===== config.mk =====
export PLATFORM = sky130hd
export DESIGN_NAME = fifo_arbiter_flat
export DESIGN_NICKNAME = d
export VERILOG_FILES = /design/src/rtl/fifo_arbiter_if.sv /design/src/rtl/fifo_arbiter.sv /design/src/flat_wrapper.sv
export SDC_FILE = /design/constraint.sdc
export NUM_CORES = 1
export LEC_CHECK = 0
export ABC_AREA = 1
export BUFFER_PORTS_ARGS = -buffer_cell sky130_fd_sc_hd__buf_2
export CAP_MARGIN = 20
export CORE_MARGIN = 3
export CORE_UTILIZATION = 35
export CTS_BUF_LIST = sky130_fd_sc_hd__clkbuf_16
export CTS_CLUSTER_DIAMETER = 150
export CTS_CLUSTER_SIZE = 12
export DETAILED_ROUTE_END_ITERATION = 7
export GPL_ROUTABILITY_DRIVEN = 0
export MAX_ROUTING_LAYER = met4
export PLACE_DENSITY = 0.69
export SYNTH_ARGS = -nofsm -noshare
export SYNTH_HDL_FRONTEND = slang
export SYNTH_SLANG_ARGS = --single-unit

===== constraint.sdc =====
create_clock -name Clk -period 2.4 [get_ports Clk]
set_input_delay 0.24 -clock Clk [delete_from_list [all_inputs] [get_ports Clk]]
set_output_delay 0.24 -clock Clk [all_outputs]
set_load 0.05 [all_outputs]

===== src/rtl/fifo_arbiter_if.sv =====
// Handshake bundle between the fifo_arbiter, its two writers, its reader and the shared FIFO.
// DEPTH must match the fifo_arbiter instance so that level has the same width on both sides.
interface fifo_arbiter_if #(
  parameter int DEPTH = 4096
);
  localparam int CNT_W = $clog2(DEPTH) + 1;

  logic             flush;
  logic             a_valid;
  logic [15:0]      a_data;
  logic             a_ready;
  logic             b_valid;
  logic [15:0]      b_data;
  logic             b_ready;
  logic             rd_req;
  logic             rd_ready;
  logic             rd_valid;
  logic [15:0]      rd_data;
  logic             fifo_en;
  logic             fifo_rst;
  logic             fifo_wr;
  logic             fifo_rd;
  logic [15:0]      fifo_din;
  logic [15:0]      fifo_dout;
  logic [CNT_W-1:0] level;

  modport master (
    output flush, a_valid, a_data, b_valid, b_data, rd_req, fifo_dout,
    input  a_ready, b_ready, rd_ready, rd_valid, rd_data,
           fifo_en, fifo_rst, fifo_wr, fifo_rd, fifo_din, level
  );

  modport slave (
    input  flush, a_valid, a_data, b_valid, b_data, rd_req, fifo_dout,
    output a_ready, b_ready, rd_ready, rd_valid, rd_data,
           fifo_en, fifo_rst, fifo_wr, fifo_rd, fifo_din, level
  );
endinterface


===== src/rtl/fifo_arbiter.sv =====
// Arbitrates writers A/B and one reader onto the shared FIFO's single-op port, tracks occupancy, sequences flushes.
// Optional FIFO_ARB_STATS_EN adds saturating transfer/stall counters.
//
// state    | meaning
// ---------+-------------------------------------------------------------
// ST_INIT  | first cycle out of reset, no grants
// ST_FLUSH | FIFO pointer clear (fifo_en=fifo_rst=1), no grants
// ST_RUN   | one read or write per cycle, or idle
module fifo_arbiter #(
  parameter int DEPTH        = 4096,
  parameter int MAX_RD_BURST = 8
) (
  input  logic        Clk,
  input  logic        Rst_n,
`ifdef FIFO_ARB_STATS_EN
  output logic [15:0] stat_wr_a,
  output logic [15:0] stat_wr_b,
  output logic [15:0] stat_rd,
  output logic [15:0] stat_stall,
`endif
  fifo_arbiter_if.slave bus
);
  localparam int                CNT_W     = $clog2(DEPTH) + 1;
  localparam logic [CNT_W-1:0]  DEPTH_L   = CNT_W'(DEPTH);
  localparam logic [7:0]        BURST_MAX = 8'(MAX_RD_BURST);

  typedef enum logic [1:0] {ST_INIT, ST_FLUSH, ST_RUN} state_t;

  state_t           state;
  logic [CNT_W-1:0] level_q;
  logic             rr_b;
  logic [7:0]       rd_burst;
  logic             rd_valid_q;

  logic any_valid;
  logic writer_ok;
  logic run_op;
  logic do_rd;
  logic do_wr;
  logic grant_a;
  logic grant_b;
  logic flush_now;

  // A read yields to a waiting writer only once the burst allowance is used up.
  always_comb begin
    any_valid = bus.a_valid | bus.b_valid;
    writer_ok = any_valid && (level_q < DEPTH_L);
    run_op    = (state == ST_RUN) && !bus.flush;
    do_rd     = run_op && bus.rd_req && (level_q != '0) &&
                !((rd_burst == BURST_MAX) && writer_ok);
    do_wr     = run_op && !do_rd && writer_ok;
    grant_b   = do_wr && (rr_b ? bus.b_valid : !bus.a_valid);
    grant_a   = do_wr && !grant_b;
    flush_now = (state == ST_FLUSH) || ((state == ST_RUN) && bus.flush);
  end

  assign bus.a_ready  = grant_a;
  assign bus.b_ready  = grant_b;
  assign bus.rd_ready = do_rd;
  assign bus.rd_valid = rd_valid_q;
  assign bus.rd_data  = bus.fifo_dout;
  assign bus.fifo_en  = (state == ST_FLUSH) || do_rd || do_wr;
  assign bus.fifo_rst = (state == ST_FLUSH);
  assign bus.fifo_wr  = do_wr;
  assign bus.fifo_rd  = do_rd;
  assign bus.fifo_din = grant_b ? bus.b_data : bus.a_data;
  assign bus.level    = level_q;

  always_ff @(posedge Clk or negedge Rst_n) begin
    if (!Rst_n) begin
      state      <= ST_INIT;
      level_q    <= '0;
      rr_b       <= 1'b0;
      rd_burst   <= '0;
      rd_valid_q <= 1'b0;
    end else begin
      rd_valid_q <= do_rd;
      unique case (state)
        ST_INIT:  state <= ST_FLUSH;
        ST_FLUSH: state <= bus.flush ? ST_FLUSH : ST_RUN;
        ST_RUN:   if (bus.flush) state <= ST_FLUSH;
        default:  state <= ST_INIT;
      endcase
      // Occupancy is cleared on entry to FLUSH so the flush cycle already reports empty.
      if (flush_now) begin
        level_q  <= '0;
        rr_b     <= 1'b0;
        rd_burst <= '0;
      end else if (do_wr) begin
        level_q  <= level_q + 1'b1;
        rr_b     <= grant_a;
        rd_burst <= '0;
      end else if (do_rd) begin
        level_q <= level_q - 1'b1;
        if (!any_valid)
          rd_burst <= '0;
        else if (rd_burst != BURST_MAX)
          rd_burst <= rd_burst + 1'b1;
      end else if (!any_valid) begin
        rd_burst <= '0;
      end
    end
  end

`ifdef FIFO_ARB_STATS_EN
  function automatic logic [15:0] sat_inc(input logic [15:0] v);
    return (v == 16'hFFFF) ? v : v + 16'd1;
  endfunction

  always_ff @(posedge Clk or negedge Rst_n) begin
    if (!Rst_n) begin
      stat_wr_a  <= '0;
      stat_wr_b  <= '0;
      stat_rd    <= '0;
      stat_stall <= '0;
    end else if (flush_now) begin
      stat_wr_a  <= '0;
      stat_wr_b  <= '0;
      stat_rd    <= '0;
      stat_stall <= '0;
    end else begin
      if (grant_a) stat_wr_a <= sat_inc(stat_wr_a);
      if (grant_b) stat_wr_b <= sat_inc(stat_wr_b);
      if (do_rd)   stat_rd   <= sat_inc(stat_rd);
      if ((state == ST_RUN) && any_valid && !do_wr)
        stat_stall <= sat_inc(stat_stall);
    end
  end
`endif
endmodule

===== src/flat_wrapper.sv =====
// flat-port wrapper written by rule: the top's interface ports become plain ports
module fifo_arbiter_flat 
#(
  parameter int DEPTH        = 4096,
  parameter int MAX_RD_BURST = 8
)
  (Clk, Rst_n, bus_flush, bus_a_valid, bus_a_data, bus_b_valid, bus_b_data, bus_rd_req, bus_fifo_dout, bus_a_ready, bus_b_ready, bus_rd_ready, bus_rd_valid, bus_rd_data, bus_fifo_en, bus_fifo_rst, bus_fifo_wr, bus_fifo_rd, bus_fifo_din, bus_level);
  fifo_arbiter_if #(.DEPTH(DEPTH)) bus_i ();
  input  logic Clk;
  input  logic Rst_n;
  input wire logic [$bits(bus_i.flush)-1:0] bus_flush;
  input wire logic [$bits(bus_i.a_valid)-1:0] bus_a_valid;
  input wire logic [$bits(bus_i.a_data)-1:0] bus_a_data;
  input wire logic [$bits(bus_i.b_valid)-1:0] bus_b_valid;
  input wire logic [$bits(bus_i.b_data)-1:0] bus_b_data;
  input wire logic [$bits(bus_i.rd_req)-1:0] bus_rd_req;
  input wire logic [$bits(bus_i.fifo_dout)-1:0] bus_fifo_dout;
  output wire logic [$bits(bus_i.a_ready)-1:0] bus_a_ready;
  output wire logic [$bits(bus_i.b_ready)-1:0] bus_b_ready;
  output wire logic [$bits(bus_i.rd_ready)-1:0] bus_rd_ready;
  output wire logic [$bits(bus_i.rd_valid)-1:0] bus_rd_valid;
  output wire logic [$bits(bus_i.rd_data)-1:0] bus_rd_data;
  output wire logic [$bits(bus_i.fifo_en)-1:0] bus_fifo_en;
  output wire logic [$bits(bus_i.fifo_rst)-1:0] bus_fifo_rst;
  output wire logic [$bits(bus_i.fifo_wr)-1:0] bus_fifo_wr;
  output wire logic [$bits(bus_i.fifo_rd)-1:0] bus_fifo_rd;
  output wire logic [$bits(bus_i.fifo_din)-1:0] bus_fifo_din;
  output wire logic [$bits(bus_i.level)-1:0] bus_level;
  assign bus_i.flush = bus_flush;
  assign bus_i.a_valid = bus_a_valid;
  assign bus_i.a_data = bus_a_data;
  assign bus_i.b_valid = bus_b_valid;
  assign bus_i.b_data = bus_b_data;
  assign bus_i.rd_req = bus_rd_req;
  assign bus_i.fifo_dout = bus_fifo_dout;
  assign bus_a_ready = bus_i.a_ready;
  assign bus_b_ready = bus_i.b_ready;
  assign bus_rd_ready = bus_i.rd_ready;
  assign bus_rd_valid = bus_i.rd_valid;
  assign bus_rd_data = bus_i.rd_data;
  assign bus_fifo_en = bus_i.fifo_en;
  assign bus_fifo_rst = bus_i.fifo_rst;
  assign bus_fifo_wr = bus_i.fifo_wr;
  assign bus_fifo_rd = bus_i.fifo_rd;
  assign bus_fifo_din = bus_i.fifo_din;
  assign bus_level = bus_i.level;
  fifo_arbiter #(.DEPTH(DEPTH), .MAX_RD_BURST(MAX_RD_BURST)) u_core (.Clk(Clk), .Rst_n(Rst_n), .bus(bus_i));
endmodule

==> impl_results.md <==
* Mux contribution to synthesized area at 0%
* Hpwl dp at 4.84 mm
* Met2 usage at 28.7%
* FP Rows at 28
* Crit. End Element: flip-flop
* Synth cell count leaders: 128 x nand2_1, 32 x inv_1, 29 x nor2_1
* Slew HR at 61.6%
* Clk_skew at 0.00201 ns
* Worst vdd ir at 0.780 mV
* Largest net degree at the start of global routing at 26
* Met3 GRT Util at 2.85%
* Via/cell ratio at just under 5
* Total wire length at 7.30 mm
* Vias in the first global route at 2311
* Actual slew at the worst max-slew pin at 0.576 ns
* Crit-path max FO at 7
* Dominant synthesized flop cell: dfrtp_1
* Final Hold Viols at 0
* Netlist Area Pre-Place at about 2300 um2
* Nets at 517
* H-tree Lvls at 1
* Dpl ws at -0.0305 ns
* Hold WC Path Type: input port to flip-flop
* PwrDens at 1420 nW/um2
* Largest family of logic cells by synthesized area: simple AND/OR/NAND/NOR gates
* Clock sinks at 25
* Syn. warnings at 0
* Met1 capacity usage during global routing at approximately a quarter
* Synth Area in Simple Gates at roughly 37%
* Crit Reg-Reg Endpoint: u_core.bus.level[10]
* Fin util at 58.0%
* Worst R2R Setup Slack at -0.02 ns
* Syn_area_per_cell at between 6 and 7 um2
* Leakage power at 1.90 nW
* Slew Viols, Final at 0
* Initial cell density of the core at between 30% and 40%
* Synth Area in Compound Gates at 9.71%
* Upper clock frequency limit at 413 MHz
* Synth Area in Adders at under 10%
* WHS Endpoint: u_core.state[1]
* CP Class: flip-flop to flip-flop
* Cells after Synth at 339
* Post-synth EDFFs at 0
* Total gr overflow at 0
* Root buffer cell: clkbuf_16
* Critical R2R Launch: u_core.state[0]
* Most frequent cell after synthesis: nand2_1
* Failing checks: negative setup slack
* Core area at 6100 um2
* Post-Synth XOR/XNOR Area at 3.48%
* Synth cell types at 35
* Antenna violations before repair at 0
* Final Setup Violations at 6
* Status: complete, but fails checks
* Final min period at roughly 2.4 ns
* Die area at 7480 um2
* Worst skew pair latency at 0.26 ns
* Die height at 86.5 um
* Synth Net Count at 408
* Final std cell area, no fill at around 3500 um2
* Clock Path Buffers at 2
* Drt drc at 0
* Die X at 86.5 um
* Worst reg2reg path depth at 12
* Post-route ant nets at 0
* Clock Pin Slew Worst Setup and Hold Paths at roughly 0.060 ns
* Tcrit/Tclk final at 101%
* Async S/R FF share, synth at 100%
* Post-DP Area at 2810 um2
* Antenna Cells at 0
* PortBufs at 74
* Via count at 2560
* Worst setup margin at -0.0207 ns
* Synth Register Bits at 25
* Required time of the critical path at 2.55 ns
* Share of the synthesized area in the top cell type at 27.6%
* GR peak layer: met2
* Worst hold stages at 2
* WL/cell at about 14 um
* Num CTS Buffers at 3
* CP Data Arrival Time at 2.57 ns
* Area contributors post-synth: dfrtp_1 28%, nand2_1 21%, ha_1 7.7%, buf_4 5.6%, inv_1 5.3%
* Element type at the critical path start: flip-flop
* Register area share after synthesis at 27.6%
* GR Util All Layers at 17.9%
* Ports at approximately 110
* RSZ-0062 raised after global routing: yes
* Synth area leader: dfrtp_1
* CTS tree: done
* DRT Pass-1 Iters at 5
* Total Power at about 0.005 W
* Share of cells above drive strength 1 at 48.5%
* Worst hold start: bus_flush
* Area delta synth->final at 56.0%
* Drt first-iter violations at around 130
* First-pass GRT wire length at around 10 mm
* Max_cap viols at 0
## sequential cells by signal, indices dropped and copies added (netlist names)
name / cells
u_core.rd_burst: 8
u_core.state: 2
u_core.bus.level: 13
u_core.rr_b: 1
u_core.bus.rd_valid: 1
## layer usage
layer,part of all wire [%],wire length [um]
met1,42,3100
met2,49,3590
met3,6.7,487
met4,1.7,124
met5,0,0
## final cells by class
class	count	area, um2
Fill cell	525	2560
Multi-Input combinational cell	261	1690
Timing Repair Buffer	117	846
Sequential cell	25	642
Inverter	37	156
Tap cell	75	93.8
Clock buffer	3	75.1
Timing Repair inverter	3	28.8
Clock inverter	1	3.75
## timing repair
| action | CTS | global route |
|---|---|---|
| setup endpoints to repair | 22 | 27 |
| hold buffers | 1 | 0 |
| gates resized for setup | 22 | 97 |
| buffers inserted | 1 | 11 |
| gates cloned | 0 | 7 |
| pin swaps | 1 | 24 |
| hold endpoints to repair | 3 | 0 |
## kinds of logic (layout without fill, tap and decap cells)
family / after synthesis / in the layout
and+or+nand+nor: 195 / 199
buffers and inverters: 57 / 161
AOI/OAI and AO/OA: 38 / 38
DFF: 25 / 25
adders and majority gates: 15 / 15
xor gates and xnor gates: 9 / 9
## through the flow
step / hold slack, ns / cells / setup TNS (ns)
3_3_place_gp: 0.276 / 498 / 0
2_1_floorplan: -0.0556 / 339 / 0
3_5_place_dp: 0.287 / 498 / -0.0613
4_1_cts: 0.206 / 504 / 0
6_report: 0.210 / 522 / -0.0639
5_1_grt: 0.210 / 522 / -2.30
## cells in the final DEF (no fill, tap or decap), drive strengths merged
cell         instances
nand2              135
buf                116
inv                 41
nor2                31
dfrtp               25
nand3               23
o21ai               23
ha                  14
a21oi                9
xnor2                5
nor3                 5
xor2                 4
nand4                3
clkbuf               3
or2                  1
and3                 1
o21bai               1
a21boi               1
o211ai               1
a31oi                1
o2111ai              1
a21o                 1
fa                   1
dlygate4sd3          1
## power by group
part,switching [W],internal (W)
Clock,0.000151,0.000223
Sequential,0.000104,0.000559
Combinational,0.00247,0.00153
Total,0.00272,0.00231
## worst max-delay path by stage
stage / startpoint / to / slack [ns] / depth (start not counted)
after floorplan: u_core.rd_burst[0] / u_core.bus.level[12] / 0.03 / 14
after detailed placement: u_core.rd_burst[0] / u_core.bus.level[8] / -0.03 / 14
after global routing: u_core.state[0] / u_core.bus.level[10] / -0.18 / 12
final: u_core.state[0] / u_core.bus.level[10] / -0.02 / 12
after CTS: u_core.bus.level[3] / bus_fifo_din[6] / 0.005 / 12
after global placement: u_core.rd_burst[0] / u_core.bus.level[8] / 0.04 / 14
## critical path, cell delays in order (launching register included)
cell	delay, ns
dfrtp_1	0.39
inv_2	0.09
nand3_4	0.08
nor3_4	0.45
nand2_4	0.21
ha_4	0.33
nand2_1	0.09
nor2_1	0.18
nand3_1	0.13
nand3_2	0.13
nand2_1	0.08
nand2_1	0.08
o21ai_2	0.05
No activity file was read; power rests on OpenSTA's default activity.
